===== config.mk =====
export PLATFORM = sky130hd
export DESIGN_NAME = ddr_wr_burst_master
export DESIGN_NICKNAME = d
export VERILOG_FILES = /design/src/rtl/ddr_wr_burst_master.sv
export SDC_FILE = /design/constraint.sdc
export NUM_CORES = 1
export LEC_CHECK = 0
export ABC_AREA = 0
export CORE_AREA = 4 4 229 231
export CTS_BUF_LIST = sky130_fd_sc_hd__clkbuf_4 sky130_fd_sc_hd__clkbuf_8
export DETAILED_ROUTE_END_ITERATION = 10
export DIE_AREA = 0 0 233 235
export PLACE_DENSITY = 0.74
export RECOVER_POWER = 100
export SLEW_MARGIN = 40
export SYNTH_ARGS = -nofsm -noshare
export SYNTH_HDL_FRONTEND = slang
export SYNTH_SLANG_ARGS = --single-unit

===== constraint.sdc =====
create_clock -name clk -period 3.4 [get_ports clk]
set_input_delay 0.34 -clock clk [delete_from_list [all_inputs] [get_ports clk]]
set_output_delay 0.34 -clock clk [all_outputs]
set_load 0.01 [all_outputs]

===== src/rtl/ddr_wr_burst_master.sv =====
// ddr_wr_burst_master: drains 256-bit words from the write FIFO and issues
// fixed-length AXI4 INCR write bursts over a linear, wrapping frame buffer.
// Optional build macro DDR_WR_ERR_CNT_EN enables the error-response counter;
// without it err_cnt is tied to zero.
module ddr_wr_burst_master #(
   parameter int                    ADDR_WIDTH  = 28,
   parameter int                    DATA_WIDTH  = 256,
   parameter int                    LVL_WIDTH   = 10,
   parameter int                    BURST_LEN   = 16,
   parameter logic [ADDR_WIDTH-1:0] BASE_ADDR   = '0,
   parameter int                    FRAME_BYTES = 1920*1080*2
) (
   input  logic                  clk,
   input  logic                  rst,
   input  logic                  frame_start,
   input  logic [LVL_WIDTH-1:0]  fifo_rd_water_level,
   output logic                  fifo_rd_en,
   input  logic [DATA_WIDTH-1:0] fifo_rd_data,
   output logic [ADDR_WIDTH-1:0] m_awaddr,
   output logic [7:0]            m_awlen,
   output logic                  m_awvalid,
   input  logic                  m_awready,
   output logic [DATA_WIDTH-1:0] m_wdata,
   output logic                  m_wvalid,
   input  logic                  m_wready,
   output logic                  m_wlast,
   input  logic                  m_bvalid,
   input  logic [1:0]            m_bresp,
   output logic                  m_bready,
   output logic                  busy,
   output logic [15:0]           err_cnt
);

   localparam logic [ADDR_WIDTH-1:0] BURST_BYTES = ADDR_WIDTH'(BURST_LEN * 32);
   localparam logic [ADDR_WIDTH-1:0] FRAME_SIZE  = ADDR_WIDTH'(FRAME_BYTES);
   localparam logic [8:0]            BURST_CNT   = 9'(BURST_LEN);
   localparam logic [8:0]            LAST_BEAT   = 9'(BURST_LEN - 1);

   typedef enum logic [1:0] {IDLE, ADDR, DATA, RESP} state_t;

   state_t                  state, state_nxt;
   logic [ADDR_WIDTH-1:0]   offset, offset_eff, offset_inc, awaddr_q;
   logic                    fs_latch;
   logic [8:0]              rd_cnt, beat_cnt;
   logic [DATA_WIDTH-1:0]   buf0, buf1;
   logic [1:0]              occ;
   logic                    rd_inflight, pop, last_beat, lvl_ok;
   logic [2:0]              slots;

   // A pending or same-cycle frame_start restarts the frame at BASE_ADDR.
   assign offset_eff = (fs_latch | frame_start) ? '0 : offset;
   assign offset_inc = offset + BURST_BYTES;
   assign lvl_ok     = fifo_rd_water_level >= LVL_WIDTH'(BURST_LEN);
   assign pop        = m_wvalid & m_wready;
   assign last_beat  = pop & (beat_cnt == LAST_BEAT);
   // Skid slots committed after this cycle; counting the slot freed by an
   // accepted beat keeps reads flowing at one word per cycle.
   assign slots      = {1'b0, occ} - {2'b0, pop} + {2'b0, rd_inflight};

   assign m_awlen  = 8'(BURST_LEN - 1);
   assign m_awaddr = awaddr_q;
   assign m_wvalid = occ != 2'd0;
   assign m_wdata  = buf0;
   assign m_wlast  = m_wvalid & (beat_cnt == LAST_BEAT);
   assign busy     = state != IDLE;

   // State register.
   always_ff @(posedge clk) begin
      if (rst) state <= IDLE;
      else     state <= state_nxt;
   end

   // Next-state decode and handshake outputs.
   always_comb begin
      state_nxt  = state;
      m_awvalid  = 1'b0;
      m_bready   = 1'b0;
      fifo_rd_en = 1'b0;
      case (state)
         IDLE: if (lvl_ok) state_nxt = ADDR;
         ADDR: begin
            m_awvalid = 1'b1;
            if (m_awready) state_nxt = DATA;
         end
         DATA: begin
            fifo_rd_en = (rd_cnt < BURST_CNT) && (slots < 3'd2);
            if (last_beat) state_nxt = RESP;
         end
         RESP: begin
            m_bready = 1'b1;
            if (m_bvalid) state_nxt = IDLE;
         end
         default: state_nxt = IDLE;
      endcase
   end

   // Frame offset, frame_start latch and burst address load.
   always_ff @(posedge clk) begin
      if (rst) begin
         offset   <= '0;
         fs_latch <= 1'b0;
         awaddr_q <= BASE_ADDR;
      end else if (state == IDLE) begin
         offset   <= offset_eff;
         fs_latch <= 1'b0;
         if (lvl_ok) awaddr_q <= BASE_ADDR + offset_eff;
      end else begin
         if (frame_start) fs_latch <= 1'b1;
         if (state == RESP && m_bvalid)
            offset <= (offset_inc == FRAME_SIZE) ? '0 : offset_inc;
      end
   end

   // Per-burst read-issue and accepted-beat counters.
   always_ff @(posedge clk) begin
      if (rst || state == IDLE) begin
         rd_cnt   <= '0;
         beat_cnt <= '0;
      end else begin
         if (fifo_rd_en) rd_cnt   <= rd_cnt + 9'd1;
         if (pop)        beat_cnt <= beat_cnt + 9'd1;
      end
   end

   // Two-entry skid buffer; buf0 is the W-channel head.
   always_ff @(posedge clk) begin
      if (rst) begin
         rd_inflight <= 1'b0;
         occ         <= '0;
         buf0        <= '0;
         buf1        <= '0;
      end else begin
         rd_inflight <= fifo_rd_en;
         case ({rd_inflight, pop})
            2'b10: begin
               if (occ == 2'd0) buf0 <= fifo_rd_data;
               else             buf1 <= fifo_rd_data;
               occ <= occ + 2'd1;
            end
            2'b01: begin
               buf0 <= buf1;
               occ  <= occ - 2'd1;
            end
            2'b11: begin
               if (occ == 2'd1) buf0 <= fifo_rd_data;
               else begin
                  buf0 <= buf1;
                  buf1 <= fifo_rd_data;
               end
            end
            default: ;
         endcase
      end
   end

`ifdef DDR_WR_ERR_CNT_EN
   logic [15:0] err_q;

   // Saturating count of non-OKAY write responses.
   always_ff @(posedge clk) begin
      if (rst)
         err_q <= '0;
      else if (m_bvalid && m_bready && m_bresp != 2'b00 && err_q != 16'hFFFF)
         err_q <= err_q + 16'd1;
   end

   assign err_cnt = err_q;
`else
   logic unused_bresp;
   assign unused_bresp = ^m_bresp;
   assign err_cnt      = '0;
`endif

endmodule


==> results of run 1 <==
[where the power goes]
group	leakage, µW	internal [µW]	total, µW	switching (µW)
logic	0.00471	4670	9830	5160
clock network	0.00107	3590	6380	2790
registers	0.00481	8950	10100	1110
total	0.0106	17200	26300	9060
[path summary, 6_finish.rpt]
kind              from         to  slack [ns]  cells past startpoint
min                rst  buf1[204]        0.16                      2
max reg2reg     occ[1]  rd_cnt[3]        0.13                     21
max             occ[1]  rd_cnt[3]        0.13                     21
min reg2reg  buf1[130]  buf1[130]        0.45                      2
[layout make-up]
class	count	area, µm²	share of cell area (%)
flip-flops and latches	592	11900	38.5
multi-input cells	1851	9780	31.7
repair buffers	605	6230	20.2
clock buffers	158	1900	6.16
well taps	672	841	2.73
clock inverters	13	108	0.349
inverters	14	55.1	0.179
diodes	19	47.5	0.154
[cells by family (layout without fill, tap and decap cells)]
family	after synthesis	in the layout	synth area share, %
AOI/OAI and AO/OA	601	601	18.4
DFF	592	592	52.4
other	2	43	0.0332
buffers and inverters	285	790	5.23
adders and majority gates	14	14	0.808
xor gates and xnor gates	20	20	0.775
and+or+nand+nor	1187	1187	22.1
muxes	5	5	0.221
[placed cells by master, fill, tap and decap left out, drive strengths merged, types with 3 or more instances in the layout]
cell type and instances:
a211oi 3, a21o 6, a21oi 281, a221oi 256, a22o 22, a311oi 3
a31oi 4, and2 9, and3 7, buf 50, clkbuf 158, clkdlybuf4s50 555
clkinv 8, clkinvlp 3, conb 24, dfxtp 592, diode 19, ha 13
inv 15, mux2i 5, nand2 537, nand2b 5, nand3 9, nand4 15
nor2 314, nor2b 11, nor3 258, nor4 8, o21ai 12, o22ai 3
or2 4, or3 3, xnor2 6, xor2 14
[cell usage after synthesis, drive strengths merged, types with 3 or more instances]
cell type,n,area [µm²]
dfxtp,592,11900
nand2,537,2020
nor2,314,1180
a21oi,281,1410
nor3,258,1290
a221oi,256,2240
clkbuf,233,875
buf,38,256
a22o,22,193
nand4,15,109
xor2,14,123
ha,13,163
inv,13,48.8
o21ai,12,60.1
nor2b,11,68.8
and2,9,56.3
nand3,9,45.0
nor4,8,62.6
and3,7,43.8
a21o,6,45.0
xnor2,6,52.6
mux2i,5,50.1
nand2b,5,31.3
a31oi,4,25.0
or2,4,27.5
a211oi,3,22.5
a311oi,3,32.5
o22ai,3,18.8
or3,3,18.8
[layer usage]
metal	vias up	wire length, µm
li1	10400	-
met1	10500	29500
met2	948	36800
met3	155	6430
met4	6	2860
met5	-	39
[flip-flops by register name, indices dropped and copies added (netlist names)]
name,flops
beat_cnt,9
m_awaddr,28
buf1,256
state,2
offset,28
rd_cnt,9
rd_inflight,1
occ,2
fs_latch,1
m_wdata,256
[per-stage QoR]
stage               power [µW]  area, µm²  util (%)  worst slack (ns)  setup TNS (ns)
floorplan                14600      22700         -             0.177               0
global placement         19700      28600      57.1             0.152               0
detailed placement       19900      28600      57.1            0.0856               0
CTS                      26400      30700      61.3           0.00223               0
global route             27700      30800      61.6           -0.0215         -0.0241
finish                   26300      30800      61.6             0.134               0
[critical path, cell delays in order, from the launching register on]
cell	delay (ns)
dfxtp_4	0.37
inv_2	0.06
ha_4	0.16
inv_2	0.06
nand2_2	0.08
inv_4	0.08
ha_4	0.20
nand2b_4	0.14
fa_2	0.34
xnor2_1	0.17
nand4_1	0.18
nor4_4	0.21
buf_4	0.15
buf_4	0.09
buf_4	0.09
buf_4	0.09
buf_4	0.09
buf_4	0.10
buf_4	0.14
nand4_1	0.11
xor2_1	0.16
nor2_1	0.05
[repair_timing]
item                       4_1_cts  5_1_grt
setup buffers                    7        3
resized for setup               18        5
pin swaps                        1        4
hold buffers                     0        0
setup endpoints to repair        1        6
==> reports/qor.csv, run 1 <==
metric,value,unit
drtIter0Drc,1843,
fin_nets,3448,
clockRootBuffer,clkbuf_8,
critPathMaxFanout,6,
grt_start_max_net_pins,210,
grt_pass1_wl,116,mm
avgSynthCellArea,8.36,µm²
ant_nets,0,
drv_slew,0,
busiest_layer,met2,
place_hpwl,48.1,mm
cellLeakagePower,0.0106,µW
initial_utilization,45.2,%
synth_edf_count,0,
grt_pass1_vias,20900,
via_per_inst,5.60,
drc,0,
ios,588,
grt_overflow,0,
gp_congestion,0.871,
ys_seq_area_share,52.4,%
placedCellCount,3723,
worst_slew_pin_slew,0.790,ns
fin_cells,3924,
n_fill_cell,4250,
grt_util_met2,42.7,%
wl_per_cell,19.3,µm
met1_usage,31.7,%
num_rows,82,
ctsHtreeMaxLevel,3,
syn_area,0.0226,mm²
synthFlopType,dfxtp_1,
syn2layout_area_growth,36.3,%
numCtsBuffers,96,
first_pass_iters,7,
cp_data_required_time,3.91,ns
ys_ff_latch,592,
die_area,0.0548,mm²
p_per_area,852,mW/mm²
worst_setup_path_start_kind,register,
setup_viol,0,
fin_crit,3.27,ns
met3_usage,7.00,%
drv_cap,0,
irDropWorstVdd,490,µV
drive_above_1_share,7.67,%
min_path_type,in -> reg,
clkTransAtPathRegs,0.06,ns
core_region_area,0.0501,mm²
cts.sinks,592,
crit_type,reg -> reg,
die_w,233,µm
finalCritPeriodShare,96.1,%
antenna_found_initial,23,
clockBufferDepth,3,
insertion_delay,0.67,ns
maxSlewHeadroom,47.3,%
async_flop_share,0,%
hold_ws,0.163,ns
hold_viol_final,0,
io_buffers,557,
track_usage,26.0,%
ys.warnings.count,0,
netlist_instances,2706,
totalWireLength,75.6,mm
max_freq,306,MHz
num_vias,22000,
end_kind,register,
synth_cell_types,55,
cp.arrival,3.78,ns
cts_tree,yes,
status,"complete, no violations",
die_y,235,µm
fin_worst_skew,0.0266,ns
Note: power is estimated with default switching activity, not from simulation.
==> inputs of run 2 (changes only) <==
--- a/config.mk
+++ b/config.mk
@@ -6,11 +6,13 @@
 export NUM_CORES = 1
 export LEC_CHECK = 0
 export ABC_AREA = 0
-export CORE_AREA = 4 4 229 231
+export CORE_MARGIN = 4
+export CORE_UTILIZATION = 40
 export CTS_BUF_LIST = sky130_fd_sc_hd__clkbuf_4 sky130_fd_sc_hd__clkbuf_8
+export CTS_CLUSTER_SIZE = 14
 export DETAILED_ROUTE_END_ITERATION = 10
-export DIE_AREA = 0 0 233 235
-export PLACE_DENSITY = 0.74
+export GPL_ROUTABILITY_DRIVEN = 0
+export PLACE_DENSITY = 0.68
 export RECOVER_POWER = 100
 export SLEW_MARGIN = 40
 export SYNTH_ARGS = -nofsm -noshare
==> reports/qor.csv, run 2 (synthesized netlist as in run 1, its figures left out) <==
metric,value,unit,change
track_usage,24.0,%,-1.9 points
num_vias,21900,,-0.073%
setup_tns,0,ns,unchanged
end_kind,register,,
die_area,0.0604,mm²,+10%
finalCritPeriodShare,95.1,%,-0.99 points
critPathMaxFanout,47,,+41
power,25600,µW,-2.6%
clockBufferDepth,3,,unchanged
drv_slew,0,,unchanged
rr_endpoint,m_wdata[196],,
grt_pass1_vias,21100,,+1.0%
r2r_start,occ[1],,
fin_crit,3.23,ns,-0.0336 ns
min_path_type,in -> reg,,
totalWireLength,76.9,mm,+1.7%
final_util,55.5,%,-6.1 points
cts.sinks,592,,unchanged
fin_nets,3456,,+0.23%
grt_start_max_net_pins,196,,-6.7%
placed_cell_area,0.0288,mm²,+0.62%
status,"complete, no violations",,
p_per_area,831,mW/mm²,-2.5%
drtIter0Drc,1608,,-13%
fin_worst_skew,0.0429,ns,+0.0163 ns
cp_data_required_time,3.98,ns,+0.07 ns
syn2layout_area_growth,36.2,%,about the same
ios,588,,unchanged
die_w,246,µm,+5.5%
core_region_area,0.0555,mm²,+11%
place_hpwl,49.5,mm,+2.9%
r2r_cells,12,,-43%
cp.arrival,3.81,ns,+0.03 ns
whs_endpoint,buf1[239],,
drive_above_1_share,7.39,%,-0.28 points
ant_nets,0,,unchanged
crit_type,reg -> reg,,
ctsHtreeMaxLevel,3,,unchanged
die_y,246,µm,+4.6%
cts_tree,yes,,
irDropWorstVdd,449,µV,-8.4%
via_per_inst,5.49,,-1.9%
drv_cap,0,,unchanged
antenna_found_initial,19,,-17%
clockRootBuffer,clkbuf_8,,
drc,0,,unchanged
hold_viol_final,0,,unchanged
grt_pass1_wl,118,mm,+1.6%
hold_start,rst,,
grt_overflow,0,,unchanged
num_rows,86,,+4.9%
hold_depth,2,,unchanged
max_freq,309,MHz,+1.0%
final_cell_area,0.0308,mm²,about the same
maxSlewHeadroom,33.7,%,-14 points
insertion_delay,0.69,ns,+0.02 ns
clkTransAtPathRegs,0.06,ns,about the same
cellLeakagePower,0.0115,µW,+8.1%
setup_viol,0,,unchanged
final_common_cell,dfxtp_1,,
numCtsBuffers,99,,+3.1%
first_pass_iters,5,,-2
initial_utilization,40.7,%,-4.4 points
r2r_setup_slack,0.17,ns,+0.03 ns
rsz0062_at_grt,no,,
wl_per_cell,19.2,µm,-0.21%
worst_setup_path_start_kind,register,,
worst_slew_pin_slew,0.995,ns,+0.205 ns
ctsHoldBuffers,0,,unchanged
layout_common_cells,"592 x dfxtp_1, 536 x nand2_1, 314 x nor2_1",,
io_buffers,557,,unchanged
run 2: changes by cell type in the layout (fill, tap and decap cells not counted), moves of 3 or more:
| cell | delta |
|---|---|
| clkbuf_1 | +3 |
| clkdlybuf4s50_1 | -289 |
| clkbuf_4 | -8 |
| dlygate4sd3_1 | +289 |
| clkbuf_8 | +8 |
| buf_12 | -5 |
| buf_4 | +3 |
run 2: through the flow:
stage / worst slack [ns] / instances / hold slack (ns)
6_report: 0.168 / 3999 / 0.141
5_1_grt: 0.0107 / 3997 / 0.132
4_1_cts: 0.0137 / 3979 / 0.0803
3_5_place_dp: 0.0546 / 3810 / 0.446
3_3_place_gp: 0.136 / 3809 / 0.441
2_1_floorplan: 0.177 / 2728 / 0.431
run 2: final cells by class:
| cell class | instances | area (µm²) |
|---|---|---|
| Multi-Input combinational cell | 1851 | 9720 |
| Fill cell | 4993 | 24700 |
| Tap cell | 748 | 936 |
| Inverter | 14 | 53.8 |
| Sequential cell | 592 | 11900 |
| Clock buffer | 154 | 1920 |
| Clock inverter | 12 | 105 |
| Timing Repair Buffer | 610 | 6170 |
| Antenna cell | 18 | 45.0 |
run 2: timing repair:
item,CTS,global route
resized for setup,13,2
endpoints found under the setup margin,1,1
buffers inserted,3,1
pin swaps,4,3
run 2: worst max-delay path by stage:
stage / from / end / cells after the start
after detailed placement: occ[1] / fifo_rd_en / 12
after global routing: occ[1] / m_wdata[196] / 12
final: occ[1] / m_wdata[196] / 12
after CTS: occ[1] / fifo_rd_en / 11
after floorplan: occ[1] / rd_cnt[3] / 14
after global placement: m_wready / fifo_rd_en / 10
run 2: where the power goes:
| part | internal, µW | total [µW] | leakage (µW) | switching, µW |
|---|---|---|---|---|
| sequential | 8950 | 10000 | 0.00481 | 1050 |
| clock | 3640 | 6450 | 0.00108 | 2820 |
| combinational | 4030 | 9140 | 0.00556 | 5110 |
run 2: worst max-delay path, cell delays in order (launching register included):
cell      delay (ns)
dfxtp_1         0.35
inv_2           0.06
ha_4            0.16
inv_1           0.08
nand2_2         0.07
clkinv_2        0.07
buf_4           0.17
ha_1            0.34
mux2i_1         0.73
buf_12          0.29
buf_6           0.39
a221oi_1        0.17
nor3_1          0.19
run 2: metal layers:
metal	GRT usage, %	vias up	routed length (µm)
li1	-	10400	-
met2	39.4	840	37400
met3	7.17	170	6520
met5	0	-	35
met1	29.2	10500	30100
met4	10.8	4	2930
